File: src/rtl/rob_param_if.sv
// Reorder-buffer bundle: dispatch, two writeback ports, operand queries,
// store handshake, commit and control outputs. master = core side, slave = ROB.
interface rob_param_if #(
  parameter int DEPTH = 16,
  parameter int IDW   = 4,
  parameter int XLEN  = 32
);
  logic            disp_valid;
  logic            disp_ready;
  logic [XLEN-1:0] disp_pc;
  logic [4:0]      disp_rd;
  logic            disp_is_br;
  logic            disp_pred_taken;
  logic            disp_is_store;
  logic [IDW-1:0]  disp_id;

  logic            wb0_valid;
  logic [IDW-1:0]  wb0_id;
  logic [XLEN-1:0] wb0_res;
  logic            wb0_taken;
  logic [XLEN-1:0] wb0_target;

  logic            wb1_valid;
  logic [IDW-1:0]  wb1_id;
  logic [XLEN-1:0] wb1_res;

  logic [IDW-1:0]  q1_id;
  logic [IDW-1:0]  q2_id;
  logic            q1_ready;
  logic            q2_ready;
  logic [XLEN-1:0] q1_val;
  logic [XLEN-1:0] q2_val;

  logic            st_commit;
  logic [IDW-1:0]  st_commit_id;
  logic            st_ack;

  logic            cm_valid;
  logic [4:0]      cm_rd;
  logic [XLEN-1:0] cm_res;
  logic [IDW-1:0]  cm_id;

  logic            flush;
  logic [XLEN-1:0] flush_pc;
  logic            bp_valid;
  logic [XLEN-1:0] bp_pc;
  logic            bp_taken;
  logic [IDW:0]    count;

  modport master (
    output disp_valid, disp_pc, disp_rd, disp_is_br, disp_pred_taken, disp_is_store,
    output wb0_valid, wb0_id, wb0_res, wb0_taken, wb0_target,
    output wb1_valid, wb1_id, wb1_res,
    output q1_id, q2_id, st_ack,
    input  disp_ready, disp_id, q1_ready, q2_ready, q1_val, q2_val,
    input  st_commit, st_commit_id, cm_valid, cm_rd, cm_res, cm_id,
    input  flush, flush_pc, bp_valid, bp_pc, bp_taken, count
  );

  modport slave (
    input  disp_valid, disp_pc, disp_rd, disp_is_br, disp_pred_taken, disp_is_store,
    input  wb0_valid, wb0_id, wb0_res, wb0_taken, wb0_target,
    input  wb1_valid, wb1_id, wb1_res,
    input  q1_id, q2_id, st_ack,
    output disp_ready, disp_id, q1_ready, q2_ready, q1_val, q2_val,
    output st_commit, st_commit_id, cm_valid, cm_rd, cm_res, cm_id,
    output flush, flush_pc, bp_valid, bp_pc, bp_taken, count
  );
endinterface

File: src/rtl/rob_param.sv
// In-order-commit reorder buffer, one commit/cycle, registered commit/flush outputs.
// ROB_WB_BYPASS_EN: operand queries also see same-cycle writebacks (wb0 priority).
module rob_param #(
  parameter int DEPTH = 16,
  parameter int IDW   = 4,
  parameter int XLEN  = 32
) (
  input  logic       clk,
  input  logic       rst,
  input  logic       rdy,
  rob_param_if.slave bus
);
  localparam int CW = IDW + 1;

  logic [IDW-1:0]   head, tail;
  logic [CW-1:0]    count;
  logic [DEPTH-1:0] ready_q, ready_nxt;

  logic [XLEN-1:0]  pc_q  [DEPTH];
  logic [4:0]       rd_q  [DEPTH];
  logic [XLEN-1:0]  res_q [DEPTH];
  logic [XLEN-1:0]  tg_q  [DEPTH];
  logic [DEPTH-1:0] br_q, pt_q, st_q, tk_q;

  logic             cm_valid_q, bp_valid_q, bp_taken_q, flush_q;
  logic [4:0]       cm_rd_q;
  logic [IDW-1:0]   cm_id_q;
  logic [XLEN-1:0]  cm_res_q, bp_pc_q, flush_pc_q;

  logic full, empty, disp_fire, cm_fire, head_mispredict;

  assign full            = count == CW'(DEPTH);
  assign empty           = count == '0;
  assign disp_fire       = rdy & bus.disp_valid & ~full & ~flush_q;
  assign cm_fire         = rdy & ~flush_q & ~empty & ready_q[head] & (~st_q[head] | bus.st_ack);
  assign head_mispredict = br_q[head] & (tk_q[head] ^ pt_q[head]);

  assign bus.disp_ready   = ~full & ~flush_q;
  assign bus.disp_id      = tail;
  assign bus.st_commit    = ~empty & st_q[head] & ready_q[head] & ~flush_q;
  assign bus.st_commit_id = head;
  assign bus.count        = count;
  assign bus.cm_valid     = cm_valid_q;
  assign bus.cm_rd        = cm_rd_q;
  assign bus.cm_res       = cm_res_q;
  assign bus.cm_id        = cm_id_q;
  assign bus.bp_valid     = bp_valid_q;
  assign bus.bp_pc        = bp_pc_q;
  assign bus.bp_taken     = bp_taken_q;
  assign bus.flush        = flush_q;
  assign bus.flush_pc     = flush_pc_q;

  // wb1 first so wb0 wins on a shared id; a newly dispatched slot starts not-ready
  always_comb begin
    ready_nxt = ready_q;
    if (bus.wb1_valid) ready_nxt[bus.wb1_id] = 1'b1;
    if (bus.wb0_valid) ready_nxt[bus.wb0_id] = 1'b1;
    if (disp_fire)     ready_nxt[tail]       = 1'b0;
  end

  always_ff @(posedge clk or posedge rst) begin
    if (rst) begin
      head       <= '0;
      tail       <= '0;
      count      <= '0;
      ready_q    <= '0;
      cm_valid_q <= 1'b0;
      cm_rd_q    <= '0;
      cm_res_q   <= '0;
      cm_id_q    <= '0;
      bp_valid_q <= 1'b0;
      bp_pc_q    <= '0;
      bp_taken_q <= 1'b0;
      flush_q    <= 1'b0;
      flush_pc_q <= '0;
    end else if (rdy) begin
      if (flush_q) begin
        head       <= '0;
        tail       <= '0;
        count      <= '0;
        ready_q    <= '0;
        cm_valid_q <= 1'b0;
        bp_valid_q <= 1'b0;
        flush_q    <= 1'b0;
      end else begin
        ready_q    <= ready_nxt;
        cm_valid_q <= cm_fire;
        bp_valid_q <= cm_fire & br_q[head];
        flush_q    <= cm_fire & head_mispredict;
        if (disp_fire) tail <= tail + 1'b1;
        if (cm_fire) begin
          head     <= head + 1'b1;
          cm_rd_q  <= rd_q[head];
          cm_res_q <= res_q[head];
          cm_id_q  <= head;
          if (br_q[head]) begin
            bp_pc_q    <= pc_q[head];
            bp_taken_q <= tk_q[head];
          end
          if (head_mispredict)
            flush_pc_q <= tk_q[head] ? tg_q[head] : pc_q[head] + XLEN'(4);
        end
        unique case ({disp_fire, cm_fire})
          2'b10:   count <= count + 1'b1;
          2'b01:   count <= count - 1'b1;
          default: count <= count;
        endcase
      end
    end
  end

  // Entry payload needs no reset: every read is qualified by a ready bit
  always_ff @(posedge clk) begin
    if (rdy && !flush_q) begin
      if (disp_fire) begin
        pc_q[tail] <= bus.disp_pc;
        rd_q[tail] <= bus.disp_rd;
        br_q[tail] <= bus.disp_is_br;
        pt_q[tail] <= bus.disp_pred_taken;
        st_q[tail] <= bus.disp_is_store;
      end
      if (bus.wb1_valid) res_q[bus.wb1_id] <= bus.wb1_res;
      if (bus.wb0_valid) begin
        res_q[bus.wb0_id] <= bus.wb0_res;
        tk_q[bus.wb0_id]  <= bus.wb0_taken;
        tg_q[bus.wb0_id]  <= bus.wb0_target;
      end
    end
  end

  always_comb begin
    bus.q1_ready = ready_q[bus.q1_id];
    bus.q1_val   = res_q[bus.q1_id];
    bus.q2_ready = ready_q[bus.q2_id];
    bus.q2_val   = res_q[bus.q2_id];
`ifdef ROB_WB_BYPASS_EN
    if (bus.wb1_valid && bus.wb1_id == bus.q1_id) begin
      bus.q1_ready = 1'b1;
      bus.q1_val   = bus.wb1_res;
    end
    if (bus.wb0_valid && bus.wb0_id == bus.q1_id) begin
      bus.q1_ready = 1'b1;
      bus.q1_val   = bus.wb0_res;
    end
    if (bus.wb1_valid && bus.wb1_id == bus.q2_id) begin
      bus.q2_ready = 1'b1;
      bus.q2_val   = bus.wb1_res;
    end
    if (bus.wb0_valid && bus.wb0_id == bus.q2_id) begin
      bus.q2_ready = 1'b1;
      bus.q2_val   = bus.wb0_res;
    end
`endif
  end
endmodule

File: src/flat_wrapper.sv
// flat-port wrapper written by rule: the top's interface ports become plain ports
module rob_param_flat 
#(
  parameter int DEPTH = 16,
  parameter int IDW   = 4,
  parameter int XLEN  = 32
)
  (clk, rst, rdy, bus_disp_valid, bus_disp_pc, bus_disp_rd, bus_disp_is_br, bus_disp_pred_taken, bus_disp_is_store, bus_wb0_valid, bus_wb0_id, bus_wb0_res, bus_wb0_taken, bus_wb0_target, bus_wb1_valid, bus_wb1_id, bus_wb1_res, bus_q1_id, bus_q2_id, bus_st_ack, bus_disp_ready, bus_disp_id, bus_q1_ready, bus_q2_ready, bus_q1_val, bus_q2_val, bus_st_commit, bus_st_commit_id, bus_cm_valid, bus_cm_rd, bus_cm_res, bus_cm_id, bus_flush, bus_flush_pc, bus_bp_valid, bus_bp_pc, bus_bp_taken, bus_count);
  rob_param_if #(.DEPTH(DEPTH), .IDW(IDW), .XLEN(XLEN)) bus_i ();
  input  logic clk;
  input  logic rst;
  input  logic rdy;
  input wire logic [$bits(bus_i.disp_valid)-1:0] bus_disp_valid;
  input wire logic [$bits(bus_i.disp_pc)-1:0] bus_disp_pc;
  input wire logic [$bits(bus_i.disp_rd)-1:0] bus_disp_rd;
  input wire logic [$bits(bus_i.disp_is_br)-1:0] bus_disp_is_br;
  input wire logic [$bits(bus_i.disp_pred_taken)-1:0] bus_disp_pred_taken;
  input wire logic [$bits(bus_i.disp_is_store)-1:0] bus_disp_is_store;
  input wire logic [$bits(bus_i.wb0_valid)-1:0] bus_wb0_valid;
  input wire logic [$bits(bus_i.wb0_id)-1:0] bus_wb0_id;
  input wire logic [$bits(bus_i.wb0_res)-1:0] bus_wb0_res;
  input wire logic [$bits(bus_i.wb0_taken)-1:0] bus_wb0_taken;
  input wire logic [$bits(bus_i.wb0_target)-1:0] bus_wb0_target;
  input wire logic [$bits(bus_i.wb1_valid)-1:0] bus_wb1_valid;
  input wire logic [$bits(bus_i.wb1_id)-1:0] bus_wb1_id;
  input wire logic [$bits(bus_i.wb1_res)-1:0] bus_wb1_res;
  input wire logic [$bits(bus_i.q1_id)-1:0] bus_q1_id;
  input wire logic [$bits(bus_i.q2_id)-1:0] bus_q2_id;
  input wire logic [$bits(bus_i.st_ack)-1:0] bus_st_ack;
  output wire logic [$bits(bus_i.disp_ready)-1:0] bus_disp_ready;
  output wire logic [$bits(bus_i.disp_id)-1:0] bus_disp_id;
  output wire logic [$bits(bus_i.q1_ready)-1:0] bus_q1_ready;
  output wire logic [$bits(bus_i.q2_ready)-1:0] bus_q2_ready;
  output wire logic [$bits(bus_i.q1_val)-1:0] bus_q1_val;
  output wire logic [$bits(bus_i.q2_val)-1:0] bus_q2_val;
  output wire logic [$bits(bus_i.st_commit)-1:0] bus_st_commit;
  output wire logic [$bits(bus_i.st_commit_id)-1:0] bus_st_commit_id;
  output wire logic [$bits(bus_i.cm_valid)-1:0] bus_cm_valid;
  output wire logic [$bits(bus_i.cm_rd)-1:0] bus_cm_rd;
  output wire logic [$bits(bus_i.cm_res)-1:0] bus_cm_res;
  output wire logic [$bits(bus_i.cm_id)-1:0] bus_cm_id;
  output wire logic [$bits(bus_i.flush)-1:0] bus_flush;
  output wire logic [$bits(bus_i.flush_pc)-1:0] bus_flush_pc;
  output wire logic [$bits(bus_i.bp_valid)-1:0] bus_bp_valid;
  output wire logic [$bits(bus_i.bp_pc)-1:0] bus_bp_pc;
  output wire logic [$bits(bus_i.bp_taken)-1:0] bus_bp_taken;
  output wire logic [$bits(bus_i.count)-1:0] bus_count;
  assign bus_i.disp_valid = bus_disp_valid;
  assign bus_i.disp_pc = bus_disp_pc;
  assign bus_i.disp_rd = bus_disp_rd;
  assign bus_i.disp_is_br = bus_disp_is_br;
  assign bus_i.disp_pred_taken = bus_disp_pred_taken;
  assign bus_i.disp_is_store = bus_disp_is_store;
  assign bus_i.wb0_valid = bus_wb0_valid;
  assign bus_i.wb0_id = bus_wb0_id;
  assign bus_i.wb0_res = bus_wb0_res;
  assign bus_i.wb0_taken = bus_wb0_taken;
  assign bus_i.wb0_target = bus_wb0_target;
  assign bus_i.wb1_valid = bus_wb1_valid;
  assign bus_i.wb1_id = bus_wb1_id;
  assign bus_i.wb1_res = bus_wb1_res;
  assign bus_i.q1_id = bus_q1_id;
  assign bus_i.q2_id = bus_q2_id;
  assign bus_i.st_ack = bus_st_ack;
  assign bus_disp_ready = bus_i.disp_ready;
  assign bus_disp_id = bus_i.disp_id;
  assign bus_q1_ready = bus_i.q1_ready;
  assign bus_q2_ready = bus_i.q2_ready;
  assign bus_q1_val = bus_i.q1_val;
  assign bus_q2_val = bus_i.q2_val;
  assign bus_st_commit = bus_i.st_commit;
  assign bus_st_commit_id = bus_i.st_commit_id;
  assign bus_cm_valid = bus_i.cm_valid;
  assign bus_cm_rd = bus_i.cm_rd;
  assign bus_cm_res = bus_i.cm_res;
  assign bus_cm_id = bus_i.cm_id;
  assign bus_flush = bus_i.flush;
  assign bus_flush_pc = bus_i.flush_pc;
  assign bus_bp_valid = bus_i.bp_valid;
  assign bus_bp_pc = bus_i.bp_pc;
  assign bus_bp_taken = bus_i.bp_taken;
  assign bus_count = bus_i.count;
  rob_param #(.DEPTH(DEPTH), .IDW(IDW), .XLEN(XLEN)) u_core (.clk(clk), .rst(rst), .rdy(rdy), .bus(bus_i));
endmodule
File: config.mk
export PLATFORM = sky130hd
export DESIGN_NAME = rob_param_flat
export DESIGN_NICKNAME = d
export VERILOG_FILES = /design/src/rtl/rob_param_if.sv /design/src/rtl/rob_param.sv /design/src/flat_wrapper.sv
export SDC_FILE = /design/constraint.sdc
export NUM_CORES = 2
export LEC_CHECK = 0
export ABC_AREA = 0
export CAP_MARGIN = 20
export CORE_ASPECT_RATIO = 1.2
export CORE_MARGIN = 10
export CORE_UTILIZATION = 57
export CTS_CLUSTER_DIAMETER = 30
export DETAILED_ROUTE_END_ITERATION = 16
export DONT_BUFFER_PORTS = 1
export PLACE_DENSITY_LB_ADDON = 0.15
export SYNTH_ARGS = -nofsm -noshare
export SYNTH_HDL_FRONTEND = slang
export SYNTH_SLANG_ARGS = --single-unit
File: constraint.sdc
create_clock -name clk -period 6.1 [get_ports clk]
set_clock_uncertainty 0.05 [all_clocks]
set_input_delay 0.305 -clock clk [delete_from_list [all_inputs] [get_ports clk]]
set_output_delay 0.305 -clock clk [all_outputs]
set_load 0.005 [all_outputs]
==> results.json <==
{
  "grt_pass1_vias": 49700,
  "fp.dieH_um": 441,
  "h-tree-depth": 5,
  "cts_resized": 0,
  "synth_fp_nets": 4541,
  "vdd_drop_max_mv": 0.443,
  "outcome": "finished, final reports clean",
  "fin_crit_ns": 4.77,
  "clk_path_buf_depth": 4,
  "final_hold_viol_count": 0,
  "ys_ff_latch": 1818,
  "drive_gt1_share_pct": 41.4,
  "synth-main-ff-cell": "edfxtp_1",
  "initial_utilization_pct": 57.4,
  "place.gp.congestion": 0.854,
  "yosysSeqAreaShare_pct": 64.0,
  "tns_ns": 0,
  "synth_common_cells": "edfxtp_1, mux4_2, mux2_2",
  "yosysTopAreaCell": "edfxtp_1",
  "path_class": "reg -> reg",
  "die_w_um": 371,
  "power_density_nw_per_um2": 438,
  "setup_viol": 0,
  "ff2ff_path_depth": 16,
  "die-area_um2": 164000,
  "synth-async-reset-ratio_pct": 7.59,
  "synth_most_common_cell": "edfxtp_1",
  "numCtsBuffers": 362,
  "clock_latency_ns": 0.94,
  "clk_pin_slew_ns": 0.05,
  "cts_sinks": 1818,
  "synth_edf_count": 1680,
  "grt_pass1_wl_mm": 360,
  "area_growth_pct": 19.3,
  "drc": 0,
  "cts_post_setup_buffers_inserted": 0,
  "io_buffers": 0,
  "root_buffer": "clkbuf_16",
  "ant_nets": 0,
  "finalCritPeriodShare_pct": 78.2,
  "drv_cap": 0,
  "grt_max_degree": 133,
  "hold_path.class": "in -> async",
  "grt_overflow": 0,
  "cp-start-kind": "flip-flop",
  "vias_per_cell": 6.94,
  "worst_ep_required_time_ns": 6.84,
  "core-area_um2": 147000,
  "drtIter0Drc": 6212,
  "crit_path_max_fanout": 29,
  "wire_per_inst_um": 36.3,
  "synth_cells": 4371,
  "max_freq_mhz": 210,
  "first_pass_iters": 6,
  "synth.cell_area_um2": 84300,
  "drv_slew": 0,
  "arrival_ns": 5.51,
  "num_io_pins": 350,
  "cts_tree": "yes",
  "wl_mm": 251,
  "grt_antenna_before_repair": 37,
  "nets": 4834,
  "critPathCaptureType": "flip-flop",
  "syn_area_per_cell_um2": 19.3,
  "route.vias.total": 48000,
  "worst-slew-pin-transition_ns": 1.21,
  "rsz0062_at_grt": "false",
  "track_usage_pct": 30.7,
  "place_hpwl_mm": 138,
  "cellLeakagePower_nw": 33.3,
  "post_synth_num_cell_types": 66,
  "finalPower_w": 0.0440,
  "yosysWarnings": 0,
  "slew_headroom_pct": 19.4,
  "synth_top_area_share_pct": 59.9,
  "ys_top_cells_by_area": "edfxtp_1, mux4_2, mux2_2",
  "rows": 154
}
==> final timing paths <==
| path | end | slack (ns) | from |
|---|---|---|---|
| worst max register to register | u_core.bus.count[4] | 1.33 | u_core.bus.st_commit_id[2] |
| worst min register to register | u_core.bus.bp_valid | 0.47 | u_core.bus.bp_valid |
| worst min-delay path | u_core.bus.cm_rd[1] | 0.02 | rst |
| worst max-delay path | u_core.bus.count[4] | 1.33 | u_core.bus.st_commit_id[2] |
| min in group clk | u_core.res_q[0][13] | 0.05 | bus_wb1_res[13] |
| max in group asynchronous | u_core.bus.st_commit_id[0] | 4.38 | rst |
==> worst max-delay path, cell delays in order (launching register included) <==
cell       delay (ns)
dfrtp_4          0.70
buf_4            0.55
mux4_2           0.32
mux2i_1          0.11
mux2_2           0.34
o2111ai_4        0.54
inv_1            0.26
ha_1             0.39
xor2_1           0.19
ha_1             0.23
a21boi_0         0.13
o221ai_1         0.24
nand2_1          0.09
nand2_1          0.09
a31oi_1          0.09
o21ai_0          0.18
o31ai_1          0.09
==> cell families after synthesis <==
logic type	Yosys count	share of synthesized area (%)
DFF	1818	64.0
muxes	1364	29.1
and+or+nand+nor	587	3.01
adders and majority gates	10	0.148
xor gates and xnor gates	26	0.270
buffers and inverters	377	2.05
AOI/OAI and AO/OA	189	1.44
==> flip-flops by register name (all words and copies together), names as in the netlist <==
name                     count
u_core.pc_q                512
u_core.res_q               512
u_core.tg_q                512
u_core.rd_q                 80
u_core.bus.bp_pc            32
u_core.bus.cm_res           32
u_core.bus.flush_pc         32
u_core.br_q                 16
u_core.pt_q                 16
u_core.ready_q              16
u_core.st_q                 16
u_core.tk_q                 16
u_core.bus.cm_rd             5
u_core.bus.count             5
u_core.bus.cm_id             4
u_core.bus.disp_id           4
u_core.bus.st_commit_id      4
u_core.bus.bp_taken          1
u_core.bus.bp_valid          1
u_core.bus.cm_valid          1
u_core.bus.flush             1
==> repair_timing <==
action,4_1_cts,5_1_grt
endpoints found under the setup margin,0,0
hold buffers,180,0
hold endpoints to repair,1806,0
==> power breakdown <==
group | leakage, nW | total [W] | internal, W | switching (W)
combinational | 10.6 | 0.00907 | 0.00417 | 0.00491
clock | 5.81 | 0.0197 | 0.0130 | 0.00664
sequential | 16.8 | 0.0152 | 0.0144 | 0.000816
==> placed cells by master, fill, tap and decap left out, types with 16 or more instances in the layout <==
cell type and n:
bufinv_16 47, dlygate4sd3_1 180, nor2_4 18, nor2_1 74, o21ai_0 58, inv_6 38, mux2i_1 60, clkinvlp_4 43
clkinv_1 25, mux4_1 22, clkinv_2 41, mux2_2 487, mux4_2 793, clkinv_4 32, clkbuf_1 42, diode_2 17
nand3_1 24, xnor2_1 16, nand2_1 378, clkbuf_16 364, dfrtp_1 134, a21oi_1 37, buf_4 92, edfxtp_1 1680
==> through the flow <==
| step | hold slack (ns) | instance area (um^2) | std cells | util (%) | worst slack [ns] |
|---|---|---|---|---|---|
| final | 0.0224 | 101000 | 6913 | 68.5 | 1.33 |
| after global routing | 0.0497 | 100000 | 6902 | 68.4 | 1.08 |
| after CTS | 0.000475 | 100000 | 6893 | 68.4 | 1.41 |
| after detailed placement | 0.348 | 86500 | 6067 | 58.9 | 1.41 |
| after global placement | 0.346 | 86400 | 6065 | 58.9 | 1.44 |
| after floorplan | 0.354 | 84300 | 4371 | - | 1.19 |
==> area by class of cell <==
| class | count | area (um^2) |
|---|---|---|
| Fill cell | 9367 | 46300 |
| Tap cell | 1950 | 2440 |
| Inverter | 18 | 87.6 |
| Timing Repair Buffer | 288 | 2840 |
| Clock buffer | 412 | 9350 |
| Sequential cell | 1818 | 53900 |
| Clock inverter | 234 | 2770 |
| Antenna cell | 17 | 42.5 |
| Multi-Input combinational cell | 2176 | 29100 |
==> metal layers <==
layer | global-route usage (%) | vias up | part of all wire (%)
li1 | - | 19000 | -
met1 | 39.7 | 25400 | 36
met2 | 49.5 | 2939 | 49
met3 | 8.74 | 616 | 11
met4 | 12.3 | 14 | 4.1
met5 | 0 | - | 0.040
(Power assumes the default switching activity.)
